## config.mk

```make
export PLATFORM = sky130hd
export DESIGN_NAME = aes_cipher_iter
export DESIGN_NICKNAME = d
export VERILOG_FILES = /design/src/rtl/aes_pkg.sv /design/src/rtl/aes_sbox.sv /design/src/rtl/aes_cipher_iter.sv
export SDC_FILE = /design/constraint.sdc
export NUM_CORES = 2
export LEC_CHECK = 0
export BUFFER_PORTS_ARGS = -buffer_cell sky130_fd_sc_hd__buf_4
export CAP_MARGIN = 10
export CORE_AREA = 2 2 652 654
export CTS_CLUSTER_SIZE = 8
export DETAILED_ROUTE_END_ITERATION = 12
export DIE_AREA = 0 0 654 656
export PLACE_DENSITY_LB_ADDON = 0.3
export SLEW_MARGIN = 20
export SYNTH_ARGS = -nofsm -noshare
export SYNTH_HDL_FRONTEND = slang
export SYNTH_SLANG_ARGS = --single-unit
```

## constraint.sdc

```tcl
create_clock -name clk -period 4.9 [get_ports clk]
set_input_delay 0.245 -clock clk [delete_from_list [all_inputs] [get_ports clk]]
set_output_delay 0.245 -clock clk [all_outputs]
set_load 0.1 [all_outputs]
```

## src/rtl/aes_pkg.sv

```systemverilog
`default_nettype none
// +--------------------------------------------------------------------------+
// | Package : aes_pkg                                                        |
// | Purpose : Shared AES definitions for the iterative cipher: round-count   |
// |           helper, forward S-box table, GF(2^8) xtime, FSM encodings and  |
// |           the round-key width.                                           |
// | Rev     : 1.0  initial release                                           |
// +--------------------------------------------------------------------------+
package aes_pkg;

   localparam int RK_W  = 128;
   localparam int FSM_W = 2;

   localparam logic [FSM_W-1:0] ST_IDLE  = 2'd0;
   localparam logic [FSM_W-1:0] ST_ROUND = 2'd1;
   localparam logic [FSM_W-1:0] ST_FINAL = 2'd2;
   localparam logic [FSM_W-1:0] ST_DONE  = 2'd3;

   localparam logic [7:0] SBOX [256] = '{
      8'h63, 8'h7c, 8'h77, 8'h7b, 8'hf2, 8'h6b, 8'h6f, 8'hc5, 8'h30, 8'h01, 8'h67, 8'h2b, 8'hfe, 8'hd7, 8'hab, 8'h76,
      8'hca, 8'h82, 8'hc9, 8'h7d, 8'hfa, 8'h59, 8'h47, 8'hf0, 8'had, 8'hd4, 8'ha2, 8'haf, 8'h9c, 8'ha4, 8'h72, 8'hc0,
      8'hb7, 8'hfd, 8'h93, 8'h26, 8'h36, 8'h3f, 8'hf7, 8'hcc, 8'h34, 8'ha5, 8'he5, 8'hf1, 8'h71, 8'hd8, 8'h31, 8'h15,
      8'h04, 8'hc7, 8'h23, 8'hc3, 8'h18, 8'h96, 8'h05, 8'h9a, 8'h07, 8'h12, 8'h80, 8'he2, 8'heb, 8'h27, 8'hb2, 8'h75,
      8'h09, 8'h83, 8'h2c, 8'h1a, 8'h1b, 8'h6e, 8'h5a, 8'ha0, 8'h52, 8'h3b, 8'hd6, 8'hb3, 8'h29, 8'he3, 8'h2f, 8'h84,
      8'h53, 8'hd1, 8'h00, 8'hed, 8'h20, 8'hfc, 8'hb1, 8'h5b, 8'h6a, 8'hcb, 8'hbe, 8'h39, 8'h4a, 8'h4c, 8'h58, 8'hcf,
      8'hd0, 8'hef, 8'haa, 8'hfb, 8'h43, 8'h4d, 8'h33, 8'h85, 8'h45, 8'hf9, 8'h02, 8'h7f, 8'h50, 8'h3c, 8'h9f, 8'ha8,
      8'h51, 8'ha3, 8'h40, 8'h8f, 8'h92, 8'h9d, 8'h38, 8'hf5, 8'hbc, 8'hb6, 8'hda, 8'h21, 8'h10, 8'hff, 8'hf3, 8'hd2,
      8'hcd, 8'h0c, 8'h13, 8'hec, 8'h5f, 8'h97, 8'h44, 8'h17, 8'hc4, 8'ha7, 8'h7e, 8'h3d, 8'h64, 8'h5d, 8'h19, 8'h73,
      8'h60, 8'h81, 8'h4f, 8'hdc, 8'h22, 8'h2a, 8'h90, 8'h88, 8'h46, 8'hee, 8'hb8, 8'h14, 8'hde, 8'h5e, 8'h0b, 8'hdb,
      8'he0, 8'h32, 8'h3a, 8'h0a, 8'h49, 8'h06, 8'h24, 8'h5c, 8'hc2, 8'hd3, 8'hac, 8'h62, 8'h91, 8'h95, 8'he4, 8'h79,
      8'he7, 8'hc8, 8'h37, 8'h6d, 8'h8d, 8'hd5, 8'h4e, 8'ha9, 8'h6c, 8'h56, 8'hf4, 8'hea, 8'h65, 8'h7a, 8'hae, 8'h08,
      8'hba, 8'h78, 8'h25, 8'h2e, 8'h1c, 8'ha6, 8'hb4, 8'hc6, 8'he8, 8'hdd, 8'h74, 8'h1f, 8'h4b, 8'hbd, 8'h8b, 8'h8a,
      8'h70, 8'h3e, 8'hb5, 8'h66, 8'h48, 8'h03, 8'hf6, 8'h0e, 8'h61, 8'h35, 8'h57, 8'hb9, 8'h86, 8'hc1, 8'h1d, 8'h9e,
      8'he1, 8'hf8, 8'h98, 8'h11, 8'h69, 8'hd9, 8'h8e, 8'h94, 8'h9b, 8'h1e, 8'h87, 8'he9, 8'hce, 8'h55, 8'h28, 8'hdf,
      8'h8c, 8'ha1, 8'h89, 8'h0d, 8'hbf, 8'he6, 8'h42, 8'h68, 8'h41, 8'h99, 8'h2d, 8'h0f, 8'hb0, 8'h54, 8'hbb, 8'h16
   };

   // Number of rounds for a key of nk 32-bit words (4/6/8 -> 10/12/14).
   function automatic int nr_of(input int nk);
      return nk + 6;
   endfunction

   // Multiply by x in GF(2^8) modulo x^8+x^4+x^3+x+1.
   function automatic logic [7:0] xtime(input logic [7:0] b);
      return {b[6:0], 1'b0} ^ (b[7] ? 8'h1b : 8'h00);
   endfunction

endpackage
`default_nettype wire

```

## src/rtl/aes_sbox.sv

```systemverilog
`default_nettype none
// +--------------------------------------------------------------------------+
// | Module  : aes_sbox                                                       |
// | Purpose : 8-bit combinational AES forward S-box lookup.                  |
// | Ports   : a_i  [7:0]  input byte                                         |
// |           s_o  [7:0]  substituted byte                                   |
// | Rev     : 1.0  initial release                                           |
// +--------------------------------------------------------------------------+
module aes_sbox
   import aes_pkg::*;
(
   input  logic [7:0] a_i,
   output logic [7:0] s_o
);

   assign s_o = SBOX[a_i];

endmodule
`default_nettype wire

```

## src/rtl/aes_cipher_iter.sv

```systemverilog
`default_nettype none
// +--------------------------------------------------------------------------+
// | Module  : aes_cipher_iter                                                |
// | Purpose : Iterative AES forward cipher, one round per clock. Takes the   |
// |           expanded key schedule (rk0 in the MSBs) and a 128-bit          |
// |           plaintext, produces the ciphertext nr clocks after accept.     |
// | Ports   : clk        rising-edge clock                                   |
// |           reset      asynchronous reset, active low                      |
// |           enable     start request, sampled while in_ready=1             |
// |           stateIn    plaintext, byte 0 in [127:120]                      |
// |           roundKeys  (nk+7)*128 key schedule, rk r at [(nr-r)*128 +:128] |
// |           stateOut   ciphertext, valid while done=1                      |
// |           in_ready   block can be accepted this cycle                    |
// |           done       ciphertext valid                                    |
// |           out_ready  (CIPHER_OUT_READY_EN only) downstream has taken the |
// |                      result; done/stateOut are held until it is 1        |
// | Macro   : CIPHER_OUT_READY_EN adds out_ready back-pressure; without it   |
// |           done is a single-cycle pulse.                                  |
// | Rev     : 1.0  initial release                                           |
// +--------------------------------------------------------------------------+
module aes_cipher_iter
   import aes_pkg::*;
#(
   parameter int nk = 4   // 4, 6 or 8 only
) (
   input  logic                    clk,
   input  logic                    reset,
   input  logic                    enable,
   input  logic [RK_W-1:0]         stateIn,
   input  logic [(nk+7)*RK_W-1:0]  roundKeys,
   output logic [RK_W-1:0]         stateOut,
   output logic                    in_ready,
   output logic                    done
`ifdef CIPHER_OUT_READY_EN
   ,
   input  logic                    out_ready
`endif
);

   localparam int         NR       = nr_of(nk);
   localparam logic [3:0] LAST_RND = 4'(NR - 1);

   logic [FSM_W-1:0] fsm_q, fsm_d;
   logic [RK_W-1:0]  state_q, state_d;
   logic [RK_W-1:0]  out_q, out_d;
   logic [3:0]       rnd_q, rnd_d;
   logic             done_q, done_d;

   logic             release_ok;   // DONE may hand back to the idle behaviour
   logic             accept;
   logic             do_round;
   logic             do_final;

   logic [RK_W-1:0]  rk0;
   logic [RK_W-1:0]  rk_cur;
   logic [RK_W-1:0]  sub_bytes;
   logic [RK_W-1:0]  shifted;
   logic [RK_W-1:0]  mixed;

`ifdef CIPHER_OUT_READY_EN
   assign release_ok = out_ready;
`else
   assign release_ok = 1'b1;
`endif

   // ---------------------------------------------------------------- helpers
   function automatic logic [RK_W-1:0] shift_rows(input logic [RK_W-1:0] s);
      logic [RK_W-1:0] o;
      o = '0;
      // Byte (row r, column c) takes the byte from column (c+r) mod 4.
      for (int c = 0; c < 4; c++) begin
         for (int r = 0; r < 4; r++) begin
            o[127-8*(4*c+r) -: 8] = s[127-8*(4*((c+r)%4)+r) -: 8];
         end
      end
      return o;
   endfunction

   function automatic logic [RK_W-1:0] mix_columns(input logic [RK_W-1:0] s);
      logic [RK_W-1:0] o;
      logic [7:0]      a0, a1, a2, a3;
      o = '0;
      for (int c = 0; c < 4; c++) begin
         a0 = s[127-32*c -: 8];
         a1 = s[119-32*c -: 8];
         a2 = s[111-32*c -: 8];
         a3 = s[103-32*c -: 8];
         // {02,03,01,01} circulant; 03*x = xtime(x) ^ x
         o[127-32*c -: 32] = {xtime(a0) ^ xtime(a1) ^ a1 ^ a2 ^ a3,
                              a0 ^ xtime(a1) ^ xtime(a2) ^ a2 ^ a3,
                              a0 ^ a1 ^ xtime(a2) ^ xtime(a3) ^ a3,
                              xtime(a0) ^ a0 ^ a1 ^ a2 ^ xtime(a3)};
      end
      return o;
   endfunction

   // --------------------------------------------------------------- datapath
   for (genvar i = 0; i < 16; i++) begin : g_sbox
      aes_sbox u_sbox (
         .a_i (state_q[8*i +: 8]),
         .s_o (sub_bytes[8*i +: 8])
      );
   end

   assign shifted = shift_rows(sub_bytes);
   assign mixed   = mix_columns(shifted);
   assign rk0     = roundKeys[(NR+1)*RK_W-1 -: RK_W];

   // Round key for the round now in flight (rnd_q = 1..NR).
   always_comb begin
      rk_cur = '0;
      for (int r = 1; r <= NR; r++) begin
         if (rnd_q == r[3:0]) begin
            rk_cur = roundKeys[(NR-r)*RK_W +: RK_W];
         end
      end
   end

   // -------------------------------------------------------- FSM: register
   always_ff @(posedge clk or negedge reset) begin
      if (!reset) begin
         fsm_q <= ST_IDLE;
      end else begin
         fsm_q <= fsm_d;
      end
   end

   // ------------------------------------------------------ FSM: next state
   always_comb begin
      fsm_d = fsm_q;
      case (fsm_q)
         ST_IDLE:  if (accept) fsm_d = ST_ROUND;
         ST_ROUND: if (rnd_q == LAST_RND) fsm_d = ST_FINAL;
         ST_FINAL: fsm_d = ST_DONE;
         ST_DONE: begin
            if (accept) begin
               fsm_d = ST_ROUND;
            end else if (release_ok) begin
               fsm_d = ST_IDLE;
            end
         end
         default:  fsm_d = ST_IDLE;
      endcase
   end

   // ---------------------------------------------------------- FSM: outputs
   always_comb begin
      in_ready = 1'b0;
      do_round = 1'b0;
      do_final = 1'b0;
      case (fsm_q)
         ST_IDLE:  in_ready = 1'b1;
         ST_ROUND: do_round = 1'b1;
         ST_FINAL: do_final = 1'b1;
         ST_DONE:  in_ready = release_ok;
         default:  in_ready = 1'b0;
      endcase
   end

   assign accept = enable & in_ready;

   // ----------------------------------------------------- datapath next-state
   always_comb begin
      state_d = state_q;
      rnd_d   = rnd_q;
      out_d   = out_q;
      done_d  = done_q;
      if (accept) begin
         state_d = stateIn ^ rk0;
         rnd_d   = 4'd1;
      end else if (do_round) begin
         state_d = mixed ^ rk_cur;
         rnd_d   = rnd_q + 4'd1;
      end
      // The last round skips MixColumns; its result goes straight to the output.
      if (do_final) begin
         out_d  = shifted ^ rk_cur;
         done_d = 1'b1;
      end else if ((fsm_q == ST_DONE) && release_ok) begin
         done_d = 1'b0;
      end
   end

   always_ff @(posedge clk or negedge reset) begin
      if (!reset) begin
         state_q <= '0;
         out_q   <= '0;
         rnd_q   <= '0;
         done_q  <= 1'b0;
      end else begin
         state_q <= state_d;
         out_q   <= out_d;
         rnd_q   <= rnd_d;
         done_q  <= done_d;
      end
   end

   assign stateOut = out_q;
   assign done     = done_q;

endmodule
`default_nettype wire

```

After elaboration in Yosys (flattened, before gate mapping)
Memory sizes are Yosys's and may differ from the RTL's.
Index checks and enable logic that the tools add are counted.
{"block": "op_classes", "n_addsub": 1, "multipliers": 0, "div": 0, "magnitude_cmp": 16, "n_eq_ne": 15, "shifts": 0, "n_mux": 71, "n_bitwise": 100, "reduce_logical": 5}
{"cell": "two-way mux 128 bit", "count": 12}
{"cell": "bitwise XOR 8 bit", "count": 64}
{"cell": "bitwise XOR 128 bit", "count": 3}
{"cell": "two-way mux 8 bit", "count": 32}
{"cell": "greater-or-equal comparator 9 bit, second input constant", "count": 16}
{"cell": "inverter 8 -> 9 bit", "count": 16}
{"cell": "bitwise XOR 8 x 5 -> 8 bit", "count": 16}
{"cell": "two-way mux 5 bit", "count": 16}
{"cell": "equality test 4 x 3 -> 1 bit, second input constant", "count": 4}
{"cell": "equality test 4 bit, second input constant", "count": 3}
{"cell": "equality test 4 x 2 -> 1 bit, second input constant", "count": 2}
{"cell": "two-way mux 4 bit", "count": 2}
{"cell": "one-hot mux 2 bit (4 select lines)", "count": 1}
{"cell": "two-way mux 1 bit", "count": 6}
{"cell": "adder 4 x 1 -> 4 bit, second input constant", "count": 1}
{"cell": "equality test 2 bit, second input constant", "count": 2}
{"cell": "equality test 4 x 1 -> 1 bit, second input constant", "count": 1}
{"cell": "two-way mux 2 bit", "count": 2}
{"cell": "!= test 2 bit, second input constant", "count": 2}
{"cell": "nonzero test 2 bit", "count": 2}
{"cell": "equality test 2 x 1 -> 1 bit, second input constant", "count": 1}
{"cell": "logical NOT 2 bit", "count": 1}
{"cell": "AND reduction 2 bit", "count": 1}
{"cell": "OR reduction 2 bit", "count": 1}
{"cell": "bitwise AND 1 bit", "count": 1}
{"block": "totals", "register_bits": 263, "latchBits": 0, "mem_bits_rw": 0, "rom_bits": 32768, "in_bits": 1539, "out_inout_bits": 130, "word_cells": 229, "mem_count": 16}
{"name": "(name not given)", "depth": 256, "word_bits": 8, "read_ports": 1, "rd_ports_with_merged_regs": 0, "wr": 0, "line_no": "aes_sbox.sv:16", "source": "assign s_o = SBOX[a_i];"}
{"name": "(name not given)", "depth": 256, "word_bits": 8, "read_ports": 1, "rd_ports_with_merged_regs": 0, "wr": 0, "line_no": "aes_sbox.sv:16"}
{"name": "(name not given)", "depth": 256, "word_bits": 8, "read_ports": 1, "rd_ports_with_merged_regs": 0, "wr": 0, "line_no": "aes_sbox.sv:16"}
{"name": "(name not given)", "depth": 256, "word_bits": 8, "read_ports": 1, "rd_ports_with_merged_regs": 0, "wr": 0, "line_no": "aes_sbox.sv:16"}
{"name": "(name not given)", "depth": 256, "word_bits": 8, "read_ports": 1, "rd_ports_with_merged_regs": 0, "wr": 0, "line_no": "aes_sbox.sv:16"}
{"name": "(name not given)", "depth": 256, "word_bits": 8, "read_ports": 1, "rd_ports_with_merged_regs": 0, "wr": 0, "line_no": "aes_sbox.sv:16"}
{"name": "+10 memories"}

Longest topological paths before layout
{"block": "logic_depth", "depth_word": 14, "ltp_mapped": 17, "depth_no_buf": 14}

Hierarchy
A second synthesis with hierarchy kept.
{"block": "hier_totals", "cells_unflattened": 11448, "hier_area_um2": 78317.6}
{"module": "aes_sbox (g_sbox[10].u_sbox ...)", "n_inst": 15, "cells_per_inst": 507, "area_each_um2": 3179.3, "seq_area_each_um2": 0.0}
{"module": "aes_cipher_iter", "n_inst": 1, "cells_per_inst": 3312, "area_each_um2": 27258.6, "seq_area_each_um2": 6581.3}
{"module": "aes_sbox (g_sbox[0].u_sbox)", "n_inst": 1, "cells_per_inst": 531, "area_each_um2": 3369.5, "seq_area_each_um2": 0.0}

Least setup slack after synthesis
Ideal clock, no wire load.
{"block": "synth_path", "kind": "register to register", "start": "register state_q[1]", "end": "register state_q[105]", "setup_ns": 0.131, "t_arrival_ns": 4.347, "required_ns": 4.769, "setup_slack_ns": 0.422, "path_stages_with_launch": 18, "path_buffers": 5, "synth_period_minus_slack_ns": 4.478, "path_cell_list": "dfrtp_1 buf_2 clkbuf_1 clkbuf_1 inv_1 ha_1 clkbuf_1 or2_2 clkbuf_1 a21oi_1 o31a_1 mux2i_1 a21o_1 a221oi_4 xnor3_1 xnor3_1 and3_1 or3_1"}
{"block": "synth_between", "elab_chain_cells": 11}
{"element": "start: declaration", "line_no": "aes_cipher_iter.sv:44", "source": "logic [RK_W-1:0] state_q, state_d;"}
{"element": "start signal: assignment", "line_no": "aes_cipher_iter.sv:191", "source": "state_q <= state_d;"}
{"element": "inverter 8 -> 9 bit (implied by the code) *", "line_no": "aes_sbox.sv:16"}
{"element": "memory read (256 x 8 bit) *"}
{"element": "two-way mux 8 bit (implied by the code) * (2 in a row)", "line_no": "aes_sbox.sv:16"}
{"element": "two-way mux 5 bit", "line_no": "aes_pkg.sv:45", "source": "return {b[6:0], 1'b0} ^ (b[7] ? 8'h1b : 8'h00);"}
{"element": "bitwise XOR 8 x 5 -> 8 bit", "line_no": "aes_pkg.sv:45"}
{"element": "bitwise XOR 8 bit", "line_no": "aes_cipher_iter.sv:91", "source": "a0 ^ a1 ^ xtime(a2) ^ xtime(a3) ^ a3,"}
{"element": "bitwise XOR 8 bit *", "line_no": "aes_cipher_iter.sv:91"}
{"element": "bitwise XOR 128 bit *", "line_no": "aes_cipher_iter.sv:172", "source": "state_d = mixed ^ rk_cur;"}
{"element": "two-way mux 128 bit *", "line_no": "aes_cipher_iter.sv:171", "source": "end else if (do_round) begin"}
{"element": "two-way mux 128 bit *", "line_no": "aes_cipher_iter.sv:168", "source": "if (accept) begin"}
Mark *: on every way between the ends. The rest lies on a longest branch, timed or not. The select of a mux whose other input is x is not followed.
A chain may end at the register's enable or synchronous reset.

Worst setup path after layout
{"block": "layout_path", "start": "register rnd_q[0]", "end": "register out_q[103], in the netlist stateOut[103]"}
{"block": "layout_between", "elab_chain_cells": 12, "word_cells_on_any_way": 21, "classes_between": "eq/ne: 10; mux: 10; bitwise: 1"}
{"element": "start: declaration", "line_no": "aes_cipher_iter.sv:46", "source": "logic [3:0] rnd_q, rnd_d;"}
{"element": "start signal: assignment", "line_no": "aes_cipher_iter.sv:193", "source": "rnd_q <= rnd_d;"}
{"element": "equality test 4 x 1 -> 1 bit", "line_no": "aes_cipher_iter.sv:113", "source": "if (rnd_q == r[3:0]) begin"}
{"element": "two-way mux 128 bit (9 in a row)", "line_no": "aes_cipher_iter.sv:113"}
{"element": "two-way mux 128 bit *", "line_no": "aes_cipher_iter.sv:113"}
{"element": "bitwise XOR 128 bit *", "line_no": "aes_cipher_iter.sv:177", "source": "out_d = shifted ^ rk_cur;"}
{"element": "end signal: assignment", "line_no": "aes_cipher_iter.sv:192", "source": "out_q <= out_d;"}
{"element": "end: declaration", "line_no": "aes_cipher_iter.sv:45", "source": "logic [RK_W-1:0] out_q, out_d;"}
Mark *: on every way between the ends. The rest lies on a longest branch, timed or not.

==> qor.csv <==
stage,metric,value,unit
synthesis,Cells after Synth,11800,
layout,"most common cell after layout, fill and taps aside",buf_4,
detailed_routing,drt drc,0,
detailed_routing,Detailed Routing Iterations Pass 1,8,
min_path,Cells on Worst Hold Path,3,
synthesis,Main synth FF type,dfrtp_1,
synthesis,"Distinct cells, synth",127,
sta,Slew Limit Fails,0,
detailed_routing,routed len/inst,46.7,um
detailed_routing,"antenna viol nets, final",0,
synthesis,xor/xnor share of the synthesized area,0.0954,
layout,layout cells sized above 1,0.294,
synthesis,Synth Area in Compound Gates,0.385,
detailed_routing,vias post-DR,120000,
setup_path,worst path required time,5.49,ns
synthesis,post-synthesis net count,13600,
run,max_cap viols,0,
global_route,gr busiest metal,met2,
sta,RSZ-0062 raised after global routing,no,
clocking,H-tree depth,2,
die,die extent in y,656,um
setup_path,critical path endpoint category,flip-flop,
placed_design,Place WS,-0.0918,ns
clocking,CTS tree,done,
setup_path,worst r2r dst,stateOut[103]$_DFFE_PN0P_,
global_route,initial antenna violation count,346,
setup_path,R2R Path Start,rnd_q[0]$_DFFE_PN0P_,
sta,fin worst setup slack,-0.0502,ns
detailed_routing,initial detailed-routing violation count,19000,
global_route,GRT Overall Usage,0.409,
die,Die Wd,654,um
clocking,worst skew pair latency,0.71,ns
global_route,vias in the first global route,111000,
sta,Fin Clk Skew,0.0350,ns
placed_design,DP HPWL,772000,um
sta,Max Clk Rate,202,MHz
clocking,Clock Sinks,263,
synthesis,post-synthesis mux area share,0.0984,
synthesis,simple-gate area share of the yosys netlist,0.219,
global_route,total global routing overflow,0,
synthesis,Post-Syn Area,83200,um^2
synthesis,Post-Synth Adder-Cell Area,0.0359,
global_route,met1 usage,0.519,
min_path,start point of the worst hold path,stateIn[68],
setup_path,critical path type,flip-flop to flip-flop,
synthesis,number of synthesized flops with an enable pin,0,
clocking,CTS Buffer Depth,3,
sta,Hold Fails Final Rpt,0,
die,# IOs,1669,
die,floorplan row count,239,
synthesis,YS warnings,0,
synthesis,largest family of logic cells by synthesized area,compound AO/OA/AOI/OAI gates,
global_route,largest net degree at the start of global routing,120,
synthesis,"Async S/R FF share, synth",1.00,
outcome,outcome,finished with violations,
layout,# nets final,15500,
layout,Synth-to-Final Area Change,36.2,%
sta,crit path time final,4.95,ns
setup_path,Reg2Reg Depth,14,
die,Starting Density,0.197,
setup_path,crit-path max FO,34,
clocking,clock slew seen by the registers of the worst setup and hold paths,0.07,ns
sta,Slew HR,0.0941,
die,Die ar.,429000,um^2
synthesis,post-synthesis sequential area ratio,0.0791,
global_route,first-pass GRT wire length,1170000,um
outcome,failing checks,setup timing,
min_path,type of the most critical hold path,input pin to flip-flop,
setup_path,FF-to-FF setup slack,-0.05,ns
detailed_routing,WL final,923000,um
global_route,met3 Use GR,0.115,
synthesis,Synth Register Bits,263,
placed_design,Port Buffers,1668,
sta,fin crit share,1.01,
layout,most frequent cells in the layout,"buf_4 (3,117), a21oi_1 (1,048), o21ai_0 (979)",
setup_path,CP Data Arrival Time,5.54,ns
detailed_routing,drt via density,6.06,
sta,"Setup violations, final",6,
sta,Slew @ Worst Pin,1.34,ns
global_route,GR Layer Usage met2,0.580,
setup_path,crit start category,flip-flop,
clocking,CTS root buf,clkbuf_16,
min_path,Hold Crit Endpoint,state_q[68]$_DFFE_PN0P_,
layout,"Design Area, Final",113000,um^2
layout,Finished Core Util,0.268,
sta,Hold WS,0.00801,ns
placed_design,gp weighted congestion,1.08,
placed_design,"Cell Area, Placed",110000,um^2
die,core region area,422000,um^2
synthesis,Avg Inst Size Synth,7.06,um^2
clocking,Num CTS Buffers,44,
through the flow:
stage | instances | setup TNS (ns)
after floorplan | 11800 | 0
after global routing | 19700 | 0
final | 19800 | -0.190
after CTS | 19400 | 0
after detailed placement | 19200 | -0.168
after global placement | 19200 | -0.914
flip-flops by register name, summed over array words and instances, names as in the netlist:
| signal | cells |
|---|---|
| fsm_q | 2 |
| stateOut | 128 |
| state_q | 128 |
| done | 1 |
| rnd_q | 4 |
critical path, stage by stage, from the launching register on:
cell and delay (ns):
dfrtp_1 0.45, inv_1 0.12, ha_2 0.33, buf_4 0.41, and2_1 0.19, a31oi_1 0.04, o21ai_0 1.03, a221oi_1 0.18
nor3_1 0.42, o22ai_1 0.28, buf_4 0.26, a21oi_1 0.21, buf_4 0.27, xnor2_1 0.28, mux2_2 0.35
synth_stat cells (76+ instances only):
library cell | number | share of area
a21oi_1 | 1066 | 0.064
o21ai_0 | 1037 | 0.062
nor2_1 | 863 | 0.039
nand2_1 | 860 | 0.039
clkbuf_1 | 748 | 0.034
xnor2_1 | 494 | 0.052
buf_2 | 417 | 0.025
nand3_1 | 336 | 0.020
nand2b_1 | 326 | 0.025
nor3_1 | 320 | 0.019
nor2b_1 | 317 | 0.024
dfrtp_1 | 263 | 0.079
a31oi_1 | 252 | 0.019
mux4_2 | 252 | 0.068
o211ai_1 | 250 | 0.023
ha_1 | 239 | 0.036
a211oi_1 | 234 | 0.021
xor2_1 | 206 | 0.022
a311oi_1 | 170 | 0.018
a221oi_1 | 159 | 0.017
inv_1 | 158 | 0.0071
o22ai_1 | 155 | 0.012
a22oi_1 | 147 | 0.013
o221ai_1 | 141 | 0.015
o311ai_0 | 137 | 0.014
buf_1 | 125 | 0.0056
mux2i_1 | 118 | 0.014
and2_1 | 112 | 0.0084
o31ai_1 | 109 | 0.0098
mux2_2 | 106 | 0.014
buf_4 | 99 | 0.0089
a21o_1 | 93 | 0.0084
or3_1 | 80 | 0.0060
and3_1 | 79 | 0.0059
or2_2 | 76 | 0.0057
layout make-up:
cell class / count / area, um^2
Inverter: 195 / 737
Antenna cell: 340 / 851
Sequential cell: 263 / 6690
Fill cell: 47600 / 309000
Multi-Input combinational cell: 9899 / 69900
Clock buffer: 67 / 1240
Tap cell: 5663 / 7090
Clock inverter: 10 / 171
Timing Repair Buffer: 3328 / 26600
metal layers:
layer / part of all wire / vias up
li1: - / 49000
met1: 0.40 / 60500
met2: 0.41 / 8484
met3: 0.10 / 1572
met4: 0.092 / 142
met5: 0.00098 / -
kinds of logic after synthesis:
kind of cell | Yosys count
adder cells (fa/ha/maj) | 239
AND/OR/NAND/NOR | 3666
XOR/XNOR | 784
flip-flops | 263
buffers and inverters | 1628
multiplexers | 484
AO/OA/AOI/OAI | 4726
timing repair:
item | in CTS | in global routing
gates resized for setup | 2 | 14
pin swaps | 0 | 1
endpoints found under the setup margin | 3 | 12
buffers inserted | 0 | 3
endpoints found under the hold margin | 110 | 0
hold buffers | 99 | 0
worst max path at each step:
stage                            startpoint                   endpoint  slack (ns)  cells after the start
floorplan            state_q[1]$_DFFE_PN0P_   state_q[105]$_DFFE_PN0P_        0.42                     17
global placement       rnd_q[0]$_DFFE_PN0P_     state_q[3]$_DFFE_PN0P_       -0.28                     12
detailed placement     rnd_q[0]$_DFFE_PN0P_   state_q[106]$_DFFE_PN0P_       -0.09                     15
CTS                    rnd_q[0]$_DFFE_PN0P_   state_q[126]$_DFFE_PN0P_        0.06                     16
global route        state_q[96]$_DFFE_PN0P_    state_q[81]$_DFFE_PN0P_      0.0002                     14
finish                 rnd_q[0]$_DFFE_PN0P_  stateOut[103]$_DFFE_PN0P_       -0.05                     14
Power is left out: the tool's default activity adds up to more than one toggle a clock period on the data nets, which glitch-free logic cannot reach.
